**src/rtl/corr_readout.sv**
```systemverilog
// corr_readout: dumps a correlator accumulator bank as a big-endian byte
// stream (4 bytes per 32-bit word, word 0 first), optionally clearing the
// bank afterwards.
// Optional feature: define CORR_READOUT_HDR_EN to prefix every frame with
// the two header bytes 0xA5, 0x5A. The default build sends data bytes only.
module corr_readout #(
  parameter int ADDR_W  = 6,
  parameter int RD_LAT  = 3,
  parameter int CLR_CYC = 2**ADDR_W
) (
  input  logic              clk,
  input  logic              rst_n,
  input  logic              start,
  input  logic              clr_en,
  output logic              busy,
  output logic              mac_read,
  output logic [ADDR_W-1:0] mac_addr,
  input  logic [31:0]       mac_data,
  output logic              mac_clr,
  output logic              out_valid,
  input  logic              out_ready,
  output logic [7:0]        out_data,
  output logic              out_last
);

  // One counter serves both the read-latency wait and the clear wait.
  localparam int CNT_MAX = (CLR_CYC > RD_LAT) ? CLR_CYC : RD_LAT;
  localparam int CNT_W   = $clog2(CNT_MAX + 1);
  localparam logic [CNT_W-1:0]  LAT_LAST  = CNT_W'(RD_LAT - 1);
  localparam logic [CNT_W-1:0]  CLR_LAST  = CNT_W'(CLR_CYC);
  localparam logic [ADDR_W-1:0] ADDR_LAST = {ADDR_W{1'b1}};

`ifdef CORR_READOUT_HDR_EN
  typedef enum logic [2:0] {
    IDLE, RD_ENTER, RD_WAIT, SEND, CLR_GAP, CLR, CLR_WAIT, HDR
  } state_t;
`else
  typedef enum logic [2:0] {
    IDLE, RD_ENTER, RD_WAIT, SEND, CLR_GAP, CLR, CLR_WAIT
  } state_t;
`endif

  state_t            state_q, state_d;
  logic [ADDR_W-1:0] addr_q, addr_d;
  logic              rd_q, rd_d;
  logic              clr_q, clr_d;
  logic              clren_q, clren_d;
  logic [CNT_W-1:0]  cnt_q, cnt_d;
  logic [31:0]       word_q, word_d;
  logic [1:0]        byte_q, byte_d;
  logic              ov_q, ov_d;
  logic [7:0]        od_q, od_d;
  logic              ol_q, ol_d;
  logic              xfer;

  // Big-endian byte select: index 0 is bits 31:24.
  function automatic logic [7:0] byte_sel(input logic [31:0] w, input logic [1:0] idx);
    case (idx)
      2'd0:    return w[31:24];
      2'd1:    return w[23:16];
      2'd2:    return w[15:8];
      default: return w[7:0];
    endcase
  endfunction

  assign xfer      = ov_q & out_ready;
  assign busy      = (state_q != IDLE);
  assign mac_read  = rd_q;
  assign mac_addr  = addr_q;
  assign mac_clr   = clr_q;
  assign out_valid = ov_q;
  assign out_data  = od_q;
  assign out_last  = ol_q;

  // Next-state and next-output logic; all outputs are registered so the
  // byte stream holds steady while the sink stalls.
  always_comb begin
    state_d = state_q;
    addr_d  = addr_q;
    rd_d    = rd_q;
    clr_d   = 1'b0;
    clren_d = clren_q;
    cnt_d   = cnt_q;
    word_d  = word_q;
    byte_d  = byte_q;
    ov_d    = ov_q;
    od_d    = od_q;
    ol_d    = ol_q;
    case (state_q)
      IDLE: begin
        if (start) begin
          clren_d = clr_en;
          addr_d  = '0;
`ifdef CORR_READOUT_HDR_EN
          // Header goes out before the bank is frozen for reading.
          ov_d    = 1'b1;
          od_d    = 8'hA5;
          ol_d    = 1'b0;
          byte_d  = 2'd0;
          state_d = HDR;
`else
          rd_d    = 1'b1;
          state_d = RD_ENTER;
`endif
        end
      end
`ifdef CORR_READOUT_HDR_EN
      HDR: begin
        if (xfer) begin
          if (byte_q == 2'd0) begin
            byte_d = 2'd1;
            od_d   = 8'h5A;
          end else begin
            ov_d    = 1'b0;
            rd_d    = 1'b1;
            state_d = RD_ENTER;
          end
        end
      end
`endif
      RD_ENTER: begin
        cnt_d   = '0;
        state_d = RD_WAIT;
      end
      RD_WAIT: begin
        if (cnt_q == LAT_LAST) begin
          word_d  = mac_data;
          ov_d    = 1'b1;
          od_d    = mac_data[31:24];
          ol_d    = 1'b0;
          byte_d  = 2'd0;
          state_d = SEND;
        end else begin
          cnt_d = cnt_q + CNT_W'(1);
        end
      end
      SEND: begin
        if (xfer) begin
          if (byte_q != 2'd3) begin
            byte_d = byte_q + 2'd1;
            od_d   = byte_sel(word_q, byte_q + 2'd1);
            ol_d   = (byte_q == 2'd2) && (addr_q == ADDR_LAST);
          end else begin
            ov_d = 1'b0;
            ol_d = 1'b0;
            if (addr_q != ADDR_LAST) begin
              addr_d  = addr_q + ADDR_W'(1);
              cnt_d   = '0;
              state_d = RD_WAIT;
            end else begin
              rd_d    = 1'b0;
              state_d = clren_q ? CLR_GAP : IDLE;
            end
          end
        end
      end
      CLR_GAP: begin
        // mac_read is already low; the pulse lands in CLR.
        clr_d   = 1'b1;
        state_d = CLR;
      end
      CLR: begin
        cnt_d   = '0;
        state_d = CLR_WAIT;
      end
      CLR_WAIT: begin
        if (cnt_q == CLR_LAST) state_d = IDLE;
        else                   cnt_d   = cnt_q + CNT_W'(1);
      end
      default: state_d = IDLE;
    endcase
  end

  // State and datapath registers, all cleared by the asynchronous reset.
  always_ff @(posedge clk or negedge rst_n) begin
    if (!rst_n) begin
      state_q <= IDLE;
      addr_q  <= '0;
      rd_q    <= 1'b0;
      clr_q   <= 1'b0;
      clren_q <= 1'b0;
      cnt_q   <= '0;
      word_q  <= '0;
      byte_q  <= '0;
      ov_q    <= 1'b0;
      od_q    <= '0;
      ol_q    <= 1'b0;
    end else begin
      state_q <= state_d;
      addr_q  <= addr_d;
      rd_q    <= rd_d;
      clr_q   <= clr_d;
      clren_q <= clren_d;
      cnt_q   <= cnt_d;
      word_q  <= word_d;
      byte_q  <= byte_d;
      ov_q    <= ov_d;
      od_q    <= od_d;
      ol_q    <= ol_d;
    end
  end

endmodule

```
**config.mk**
```make
export PLATFORM = sky130hd
export DESIGN_NAME = corr_readout
export DESIGN_NICKNAME = d
export VERILOG_FILES = /design/src/rtl/corr_readout.sv
export SDC_FILE = /design/constraint.sdc
export NUM_CORES = 1
export LEC_CHECK = 0
export CORE_ASPECT_RATIO = 0.6
export CORE_MARGIN = 4
export CORE_UTILIZATION = 32
export DETAILED_ROUTE_END_ITERATION = 8
export PLACE_DENSITY = 0.59
export SETUP_SLACK_MARGIN = 0.3
export SLEW_MARGIN = 20
export SYNTH_ARGS = -nofsm -noshare
export SYNTH_HDL_FRONTEND = slang
export SYNTH_SLANG_ARGS = --single-unit
```
**constraint.sdc**
```tcl
create_clock -name clk -period 4.46 [get_ports clk]
set_input_delay 0.892 -clock clk [delete_from_list [all_inputs] [get_ports clk]]
set_output_delay 0.892 -clock clk [all_outputs]
set_load 0.005 [all_outputs]
```
Yosys cells after proc, flatten, opt, wreduce, memory -nomap -nowiden
Index checks and enable logic that the tools add are counted.
{ "totals": {"input_bits": 37, "ff_bits": 63, "output_inout_bits": 19} }
{ "op_classes": {"eq_ne": 24, "bitwise": 1, "add_sub_neg": 3, "reduce_logical": 17, "muxes": 42} }
{ "ops": {"columns": ["cell", "count"], "rows": [
  ["$mux W7", 5],
  ["$pmux W7 S4", 1],
  ["$mux W6", 4],
  ["$mux W8", 3],
  ["$pmux W8 S3", 1],
  ["$ne A2 B2 Y1 const B", 11],
  ["$mux W3", 7],
  ["$pmux W3 S7", 1],
  ["$pmux W8 S2", 1],
  ["$reduce_and A5 Y1", 3],
  ["$pmux W6 S2", 1],
  ["$mux W1", 11],
  ["$eq A3 B3 Y1 const B", 3],
  ["$reduce_and A4 Y1", 2],
  ["$add A7 B1 Y7 const B", 1],
  ["$eq A7 B2 Y1 const B", 1],
  ["$eq A7 B7 Y1 const B", 1],
  ["$add A6 B1 Y6 const B", 1],
  ["$eq A3 B2 Y1 const B", 2],
  ["$eq A6 B6 Y1 const B", 1],
  ["$mux W2", 3],
  ["$ne A6 B6 Y1 const B", 1],
  ["$pmux W1 S2", 3],
  ["$reduce_and A6 Y1", 1],
  ["15 further kinds", 18]
]} }

Longest topological paths before layout
Gate-level depths: netlist (run 1).
{ "depth": {"ltp_word": 6, "depth_mapped": 7, "ltp_nobuf": 6} }

Worst setup path before layout (run 1)
No wires, ideal clock.
{ "synth_path": {"path_kind": "register to register", "from": "register cnt_q[3]", "to": "register word_q[31]", "arrival_time_ns": 2.009, "stages_incl_launch_ff": 6, "n_path_buf": 2, "setup_time_ns": 0.125, "required_time_ns": 4.335, "slack_ns": 2.326, "path_cell_list": "dfrtp_1 or4_1 buf_2 nor4_4 buf_4 mux2_2"} }
{ "synth_via": {"elab_chain_len": 2} }
{ "synth_lines": {"columns": ["element", "line_no", "rtl"], "rows": [
  ["start: declaration", "48", "logic [CNT_W-1:0] cnt_q, cnt_d;"],
  ["start signal: assignment", "194", "cnt_q <= cnt_d;"],
  ["$eq A7 B2 Y1", "126", "if (cnt_q == LAT_LAST) begin"],
  ["$reduce_and A2 Y1 (no source line)", null, null],
  ["end signal: assignment", "195", "word_q <= word_d;"],
  ["end: declaration", "49", "logic [31:0] word_q, word_d;"]
]} }
Every way passes these cells.
A chain may end at the register's enable or synchronous reset.

Worst setup path after layout (run 1)
{ "layout_path": {"from": "register state_q[0]", "to": "output busy"} }
{ "layout_via": {"elab_chain_len": 1} }
{ "layout_lines": {"columns": ["element", "line_no", "rtl"], "rows": [
  ["start: declaration", "43", "state_t state_q, state_d;"],
  ["start signal: assignment", "189", "state_q <= state_d;"],
  ["$reduce_bool A3 Y1", "67", "assign busy = (state_q != IDLE);"],
  ["end: declaration", "15", "output logic busy,"]
]} }
Every way passes these cells.

==> qor.txt, run 1 <==
Period minus WS final = 2.659 ns
Slew HR = 0.3014
Hold_sp = mac_read
DRC viols = 0
Critical Path Fanout Max = 15
Post-CTS Hold Buffers = 0
Post-Syn Nets = 340
Crit-path leading delay family = flip-flops
Share of the synthesized area in the top cell type = 0.4988
Antenna violations before repair = 0
Clock Latency Late Sink = 0.33 ns
GR Overflow Total = 0
Endpoint class of the critical path = output port
Switching Share = 0.3394
Arrival @ worst endpoint = 1.77 ns
#FFs+latches synth = 63
Top cells by area, synth = dfrtp_1, mux2_2, ha_1
Pleak = 1.732 nW
Row count = 27
Vias per inst = 4.931
Via Count = 2362
Startpoint types = register
TritonRoute pass-1 iters = 5
Seq pwr share = 0.390
PwrDens = 624.7 nW/um^2
Hold Vio Cnt, Final = 0
Drt total wl = 7.572 mm
Largest area contributor in the netlist = dfrtp_1
H-Tree Level Count = 3
Post-Syn Instances = 293
Post-synth EDFFs = 0
# IOs = 56
Post-synth top flop = dfrtp_1
Synthesized area = 3161 um^2
Required time worst endpoint = 3.57 ns
Hold Crit Class = reg -> reg
DRT antenna net count = 0
Antenna diode count = 0
DR WL/cell = 15.81 um
NetSw = 0.8654 mW
Layout Nets = 391
First-pass GRT wire length = 12.62 mm
Worst Setup Path Type = reg -> out
Seq/Total Area, Yosys = 0.4988
RR Startpoint = cnt_q[3]
Clk buf depth = 2
GRT Overall Usage = 0.1406
GPL Wtd Cong = 0.8091
Final worst-path cycle share = 0.5963
Highest-count cells in the layout ignoring fill and taps = dfrtp_1, clkdlybuf4s50_1, mux2_2, nand2_1, o21ai_0
Max Cap Viol = 0
Buf/Inv on CP = 1
# clock sinks = 63
Root Buffer = clkbuf_16
Die X = 136.3 um
DRT iter0 DRCs = 198
Die Ht = 84.98 um
Maximum VDD drop = 233.3 uV
Initial Util = 0.3365
Reg clk slew, reported paths = 0.05 ns
Largest net degree at the start of global routing = 45
Internal power = 1.684 mW
Post-CTS setup buffer count = 0
Clock power share = 0.244
CTS resizes = 0
F_max = 376.0 MHz
Worst Skew = 0.004176 ns
Final setup TNS = 0 ns
Port Buffers = 55
Most common cell after layout, fill and taps aside = dfrtp_1
Final setup vio count = 0
Area grow syn2layout = 29.14%
Async SR Flop Fraction = 1.000
Clock buffer count from CTS = 9
Hpwl dp = 5.477 mm
Design Power = 2.550 mW
Comb pwr share = 0.366
Worst-Margin Slew = 1.046 ns
Max stage delay cell, worst path = dfrtp_1
Max incr delay on CP = 0.53 ns
Syn avg cell area = 10.79 um^2
Status = completed
Area of the die = 11580 um^2
Core Area = 9392 um^2
Synth Warn # = 0
Layout cells sized above 1 = 0.1719
RSZ-0062 raised after global routing = no
CTS tree = yes
CP Launch Point = state_q[0]
Yosys cell types = 47
Vias in the first global route = 2445
Max Slew Vio Count = 0
Sequence of cells on the critical path = or3_1 -> clkdlybuf4s50_1
## final timing paths
kind | end | depth (start not counted) | slack, ns
min reg2reg | mac_read | 1 | 0.48
min in group asynchronous | mac_addr[1] | 1 | 0.57
max reg2reg | word_q[23] | 4 | 1.83
max | busy | 2 | 1.80
max in group asynchronous | word_q[14] | 2 | 3.21
min | mac_read | 1 | 0.48
## power groups by stage
stage	clock, mW	sequential [mW]	combinational [mW]
6_report	0.621	0.995	0.934
5_1_grt	0.665	1.03	1.05
4_1_cts	0.639	0.996	0.947
3_5_place_dp	0	1.00	0.940
3_3_place_gp	0	0.995	0.915
2_1_floorplan	0	0.939	0.652
## registers in the layout (all words and copies together), names as in the netlist
name / cells
word_q: 32
out_data: 8
cnt_q: 7
mac_addr: 6
state_q: 3
byte_q: 2
clren_q: 1
mac_clr: 1
mac_read: 1
out_last: 1
out_valid: 1
## synth_stat cells (3+ instances only)
cell and instances:
clkbuf_1 12, nand2b_1 3, inv_1 18, nand3_1 8, nand2_1 31, a31oi_1 4
a21oi_1 6, dfrtp_1 63, mux2_1 5, o21ai_0 22, ha_1 10, nor3_1 8
a222oi_1 8, a22o_1 3, nor2_1 14, mux2_2 37
## through the flow
step / area, um^2 / utilization / setup slack (ns) / hold WS, ns / cells
floorplan: 3161 / - / 2.326 / 0.4577 / 293
global placement: 3812 / 0.4059 / 1.647 / 0.4609 / 463
detailed placement: 3812 / 0.4059 / 1.528 / 0.4713 / 463
CTS: 4079 / 0.4343 / 1.779 / 0.4831 / 479
global route: 4081 / 0.4346 / 1.581 / 0.5003 / 479
finish: 4081 / 0.4346 / 1.801 / 0.4792 / 479
## logic make-up after synthesis
logic type | share of synthesized area
multiplexers | 0.1560
adder cells (fa/ha/maj) | 0.03959
AND/OR/NAND/NOR | 0.1211
XOR/XNOR | 0.008315
flip-flops | 0.4988
AO/OA/AOI/OAI | 0.1283
buffers and inverters | 0.04790
## per-layer routing
layer / global-route usage / wire length, um
met3: 0.04917 / 435
met1: 0.2086 / 3908
met5: 0 / 0
met2: 0.1922 / 3129
met4: 0.03843 / 98
## final cells by class
cell class | count | area (um^2)
fill | 914 | 5310
sequential | 63 | 1577
multi-input combinational | 195 | 1433
timing repair buffer | 57 | 575.6
clock buffer | 10 | 229.0
tap | 130 | 162.7
inverter | 18 | 67.56
clock inverter | 6 | 37.54
Power figures use the tool's default switching activity.
==> run 2, diff against run 1 <==
clock period = 2.8 ns   (was 4.46 ns; I/O delays follow)
==> qor.txt, run 2 (synthesis gave the netlist of run 1 again) <==
Status = completed (unchanged)
Clock Latency Late Sink = 0.32 ns (was 0.33 ns)
Die Ht = 84.98 um (unchanged)
Most common cell after layout, fill and taps aside = dfrtp_1 (unchanged)
# IOs = 56 (unchanged)
PwrDens = 995.3 nW/um^2 (was 624.7 nW/um^2)
Endpoint class of the critical path = output port (unchanged)
Vias in the first global route = 2320 (was 2445)
Period minus WS final = 2.345 ns
Hold Vio Cnt, Final = 0 (unchanged)
Arrival @ worst endpoint = 1.79 ns (was 1.77 ns)
Core Area = 9392 um^2 (unchanged)
Final worst-path cycle share = 0.8375
RSZ-0062 raised after global routing = no (unchanged)
Maximum VDD drop = 368.0 uV (was 233.3 uV)
GR Overflow Total = 0 (unchanged)
Max reg flops = 32 (unchanged)
Worst Setup Path Type = reg -> out (unchanged)
Initial Util = 0.3365 (unchanged)
Via Count = 2373 (was 2362)
First-pass GRT wire length = 12.05 mm (was 12.62 mm)
DRT antenna net count = 0 (unchanged)
Cell Count, Final, Fillers Out = 480 (was 479)
Startpoint types = register (unchanged)
GRT Overall Usage = 0.1344 (was 0.1406)
Crit-path leading delay family = flip-flops (unchanged)
Root Buffer = clkbuf_16 (unchanged)
Largest net degree at the start of global routing = 64 (was 45)
Top reg by flops = word_q (unchanged)
Area of the die = 11580 um^2 (unchanged)
Reg clk slew, reported paths = 0.05 ns (about the same)
Max stage delay cell, worst path = dfrtp_1 (unchanged)
Port Buffers = 55 (unchanged)
Slew HR = 0.3255 (was 0.3014)
Inst Count DP = 465 (was 463)
Max Slew Vio Count = 0 (unchanged)
Met3 usage = 0.05036 (was 0.04917)
RR Endpoint = out_data[7] (was word_q[23])
DRT iter0 DRCs = 215 (was 198)
Antenna violations before repair = 0 (unchanged)
Worst-Margin Slew = 1.010 ns (was 1.046 ns)
Worst Skew = 0.004619 ns (was 0.004176 ns)
Critical Path Fanout Max = 15 (unchanged)
CTS resizes = 0 (unchanged)
Post-CTS setup buffer count = 0 (unchanged)
RR Startpoint = cnt_q[0] (was cnt_q[3])
Clock buffer count from CTS = 9 (unchanged)
Highest-count cells in the layout ignoring fill and taps = dfrtp_1, clkdlybuf4s50_1, mux2_2, nand2_1, o21ai_0 (unchanged)
Buf/Inv on CP = 1 (unchanged)
GPL Wtd Cong = 0.8128 (was 0.8091)
Layout Nets = 393 (was 391)
Clk buf depth = 2 (unchanged)
M1 GR Usage = 0.1995 (was 0.2086)
CTS tree = yes (unchanged)
H-Tree Level Count = 3 (unchanged)
DR WL/cell = 15.54 um (was 15.81 um)
R2R setup slack = 0.47 ns (was 1.83 ns)
TritonRoute pass-1 iters = 5 (unchanged)
Layout cells sized above 1 = 0.1657 (was 0.1719)
Met2 usage = 0.1751 (was 0.1922)
Vias per inst = 4.944 (was 4.931)
Final setup vio count = 0 (unchanged)
# clock sinks = 63 (unchanged)
Max Cap Viol = 0 (unchanged)
Antenna diode count = 0 (unchanged)
Hpwl dp = 5.303 mm (was 5.477 mm)
Sequence of cells on the critical path = or3_1 -> clkdlybuf4s50_1 (unchanged)
Post-CTS Hold Buffers = 0 (unchanged)
Drt total wl = 7.461 mm (was 7.572 mm)
Required time worst endpoint = 2.24 ns (was 3.57 ns)
GRT Max-Usage Layer = met1 (unchanged)
Pleak = 1.743 nW (was 1.732 nW)
Max incr delay on CP = 0.54 ns (was 0.53 ns)
DRC viols = 0 (unchanged)
Final setup TNS = 0 ns (unchanged)
Die X = 136.3 um (unchanged)
Hold Crit Class = in -> async (was reg -> reg)
Area grow syn2layout = 29.30% (was 29.14%)
Worst R2R Path Depth = 6 (was 4)
F_max = 426.4 MHz
Row count = 27 (unchanged)
-- run 2: worst max path at each step --
| stage | endpoint | slack, ns | cells past startpoint | from |
|---|---|---|---|---|
| floorplan | word_q[31] | 0.67 | 5 | cnt_q[3] |
| global placement | out_data[7] | 0.33 | 5 | out_ready |
| detailed placement | out_data[7] | 0.27 | 5 | out_ready |
| CTS | busy | 0.45 | 2 | state_q[0] |
| global route | out_data[0] | 0.34 | 6 | cnt_q[0] |
| finish | busy | 0.45 | 2 | state_q[0] |
-- run 2: through the flow --
stage / util / area, um^2 / hold slack, ns / power [mW] / worst slack, ns
floorplan: - / 3161 / 0.2644 / 2.534 / 0.6658
global placement: 0.4075 / 3827 / 0.4605 / 3.061 / 0.3290
detailed placement: 0.4075 / 3827 / 0.4709 / 3.104 / 0.2729
CTS: 0.4351 / 4086 / 0.4388 / 4.113 / 0.4477
global route: 0.4351 / 4086 / 0.4667 / 4.374 / 0.3374
finish: 0.4351 / 4086 / 0.3968 / 4.067 / 0.4549
-- run 2: layout make-up --
type	count	area (um^2)
Clock buffer	14	254.0
Clock inverter	1	5.005
Fill cell	905	5305
Inverter	18	67.56
Multi-Input combinational cell	195	1433
Sequential cell	63	1577
Tap cell	130	162.7
Timing Repair Buffer	59	588.1
-- run 2: power breakdown --
group	switching, mW	total [mW]	internal, mW	leakage (nW)
clock network	0.367	0.984	0.617	0.127
registers	0.283	1.57	1.29	0.783
logic	0.691	1.51	0.819	0.833
-- run 2: layer usage --
layer / vias up / part of all wire / wire length, um
li1: 1145 / - / -
met1: 1153 / 0.51 / 3805
met2: 69 / 0.41 / 3095
met3: 6 / 0.063 / 470
met4: 0 / 0.012 / 89
met5: - / 0 / 0
==> run 3, diff against run 2 <==
PLACE_DENSITY = 0.61   (was 0.59)
clock period = 2.05 ns   (was 2.8 ns; I/O delays follow)
==> qor.txt, run 3 (synthesis gave the netlist of run 1 again) <==
# IOs = 56 (unchanged)
DRT iter0 DRCs = 184 (was 215)
Critical Path Fanout Max = 13 (was 15)
NetSw = 2.109 mW (was 1.341 mW)
Hold Vio Cnt, Final = 0 (unchanged)
Antenna violations before repair = 0 (unchanged)
Maximum VDD drop = 583.0 uV (was 368.0 uV)
Port Buffers = 55 (unchanged)
Register area = 1582 um^2 (was 1577 um^2)
Slew HR = 0.7414 (was 0.3255)
Worst R2R Path Depth = 5 (was 6)
Largest net degree at the start of global routing = 64 (unchanged)
DR WL/cell = 16.38 um (was 15.54 um)
Vias per inst = 4.928 (was 4.944)
Post-CTS Hold Buffers = 0 (unchanged)
Reg clk slew, reported paths = 0.05 ns (about the same)
Sequence of cells on the critical path = or4_4 -> nor4_4 -> buf_6 -> clkbuf_16 -> mux2_2 (was or3_1 -> clkdlybuf4s50_1)
Worst Setup Path Type = reg -> reg (was reg -> out)
Max Slew Vio Count = 0 (unchanged)
Hold Crit Class = in -> async (unchanged)
GR Overflow Total = 0 (unchanged)
Antenna diode count = 0 (unchanged)
Area occupied by multi-input gates = 1644 um^2 (was 1433 um^2)
Filler cell count = 891 (was 905)
Highest-count cells in the layout ignoring fill and taps = dfrtp_1, clkdlybuf4s50_1, nand2_1, mux2_2, buf_4 (was dfrtp_1, clkdlybuf4s50_1, mux2_2, nand2_1, o21ai_0)
Max incr delay on CP = 0.58 ns (was 0.54 ns)
Clock buffer count from CTS = 9 (unchanged)
Max Cap Viol = 0 (unchanged)
Most common cell after layout, fill and taps aside = dfrtp_1 (unchanged)
Area grow syn2layout = 47.90% (was 29.30%)
Design Power = 6.476 mW (was 4.067 mW)
Vias in the first global route = 2539 (was 2320)
Endpoint class of the critical path = register (was output port)
F_max = 515.3 MHz
Post-route setup slack = 0.1096 ns (was 0.4549 ns)
Required time worst endpoint = 2.27 ns (was 2.24 ns)
DRC viols = 0 (unchanged)
Max reg flops = 32 (unchanged)
RR Startpoint = cnt_q[5] (was cnt_q[0])
Via Count = 2533 (was 2373)
Drt total wl = 8.420 mm (was 7.461 mm)
Dpl ws = -0.2059 ns (was 0.2729 ns)
Layout Nets = 426 (was 393)
DRT antenna net count = 0 (unchanged)
Clk buf depth = 2 (unchanged)
Final worst-path cycle share = 0.9466
# clock sinks = 63 (unchanged)
First-pass GRT wire length = 13.14 mm (was 12.05 mm)
R2R setup slack = 0.11 ns (was 0.47 ns)
Die Ht = 84.98 um (unchanged)
Pleak = 2.015 nW (was 1.743 nW)
Worst Skew = 0.005701 ns (was 0.004619 ns)
GPL Wtd Cong = 0.8285 (was 0.8128)
H-Tree Level Count = 3 (unchanged)
Layout cells sized above 1 = 0.3333 (was 0.1657)
RR Endpoint = word_q[24] (was out_data[7])
Startpoint types = register (unchanged)
Switching Share = 0.3257 (was 0.3298)
Core Area = 9392 um^2 (unchanged)
Die X = 136.3 um (unchanged)
RSZ-0062 raised after global routing = yes (was no)
Area of the die = 11580 um^2 (unchanged)
Row count = 27 (unchanged)
Status = completed (unchanged)
CTS tree = yes (unchanged)
GRT Overall Usage = 0.1469 (was 0.1344)
Comb pwr share = 0.433 (was 0.371)
Worst-Margin Slew = 0.3871 ns (was 1.010 ns)
Arrival @ worst endpoint = 2.16 ns (was 1.79 ns)
Period minus WS final = 1.940 ns
TritonRoute pass-1 iters = 4 (was 5)
Top reg by flops = word_q (unchanged)
PwrDens = 1385 nW/um^2 (was 995.3 nW/um^2)
Initial Util = 0.3365 (unchanged)
Clock power share = 0.243 (was 0.242)
Root Buffer = clkbuf_16 (unchanged)
Max stage delay cell, worst path = or4_4 (was dfrtp_1)
Internal power = 4.367 mW (was 2.726 mW)
Seq pwr share = 0.324 (was 0.387)
Hpwl dp = 5.517 mm (was 5.303 mm)
Final setup vio count = 0 (unchanged)
Clock Latency Late Sink = 0.33 ns (was 0.32 ns)
run 3: cell types whose count changed in the layout (fill, tap and decap cells not counted), moves of 4 or more:
| cell | previous run | this run |
|---|---|---|
| dfrtp_1 | 63 | 59 |
| ha_1 | 10 | 6 |
| dfrtp_2 | 0 | 4 |
| mux2_2 | 37 | 27 |
| buf_6 | 0 | 8 |
| buf_4 | 3 | 25 |
| mux2_4 | 0 | 13 |
| o21ai_0 | 22 | 18 |
run 3: per-layer routing:
layer / up-vias / GRT usage / share of wire
li1: 1216 / - / -
met1: 1246 / 0.2054 / 0.51
met2: 61 / 0.2088 / 0.43
met5: - / 0 / 0
met4: 0 / 0.04392 / 0.011
met3: 10 / 0.05865 / 0.056
run 3: layout make-up:
type                       instances  share of cell area
tap                              130             0.03480
multi-input combinational        195              0.3517
sequential                        63              0.3383
inverter                          18             0.01445
timing repair buffer              92              0.1943
clock buffer                      13             0.05782
clock inverter                     3            0.008565
run 3: what timing repair did:
| item | in CTS | in global routing |
|---|---|---|
| gates resized for setup | 25 | 37 |
| cloned | 0 | 2 |
| setup buffers | 11 | 9 |
| pin swaps | 5 | 9 |
| endpoints found under the setup margin | 49 | 61 |
run 3: worst max path at each step:
stage	cells after the start	startpoint	to
2_1_floorplan	5	cnt_q[4]	word_q[31]
3_3_place_gp	5	out_ready	cnt_q[3]
3_5_place_dp	5	out_ready	cnt_q[0]
4_1_cts	4	cnt_q[5]	word_q[20]
5_1_grt	5	cnt_q[5]	word_q[24]
6_report	5	cnt_q[5]	word_q[24]
run 3: critical path, delay by kind of cell, from the launching register on:
kind	cells	cell delay [ns]
flops	1	0.38
mux	1	0.33
simple gates	2	0.75
buf+inv	2	0.36
run 3: metrics by stage:
step                  util  cells  instance area (um^2)  hold slack, ns  TNS [ns]
CTS                 0.4690    503                  4404         0.09134         0
detailed placement  0.4189    476                  3934          0.4521    -1.189
global placement    0.4189    476                  3934          0.4457   -0.5286
floorplan                -    293                  3182          0.1144         0
global route        0.4977    514                  4674          0.1005         0
finish              0.4977    514                  4674         0.07580         0
run 3: power groups by stage:
| stage | logic (mW) | clock network (mW) | registers, mW |
|---|---|---|---|
| 6_report | 2.80 | 1.57 | 2.10 |
| 5_1_grt | 3.06 | 1.68 | 2.17 |
| 4_1_cts | 2.48 | 1.61 | 2.08 |
| 3_5_place_dp | 2.24 | 0 | 2.11 |
| 3_3_place_gp | 2.18 | 0 | 2.09 |
| 2_1_floorplan | 1.46 | 0 | 2.04 |
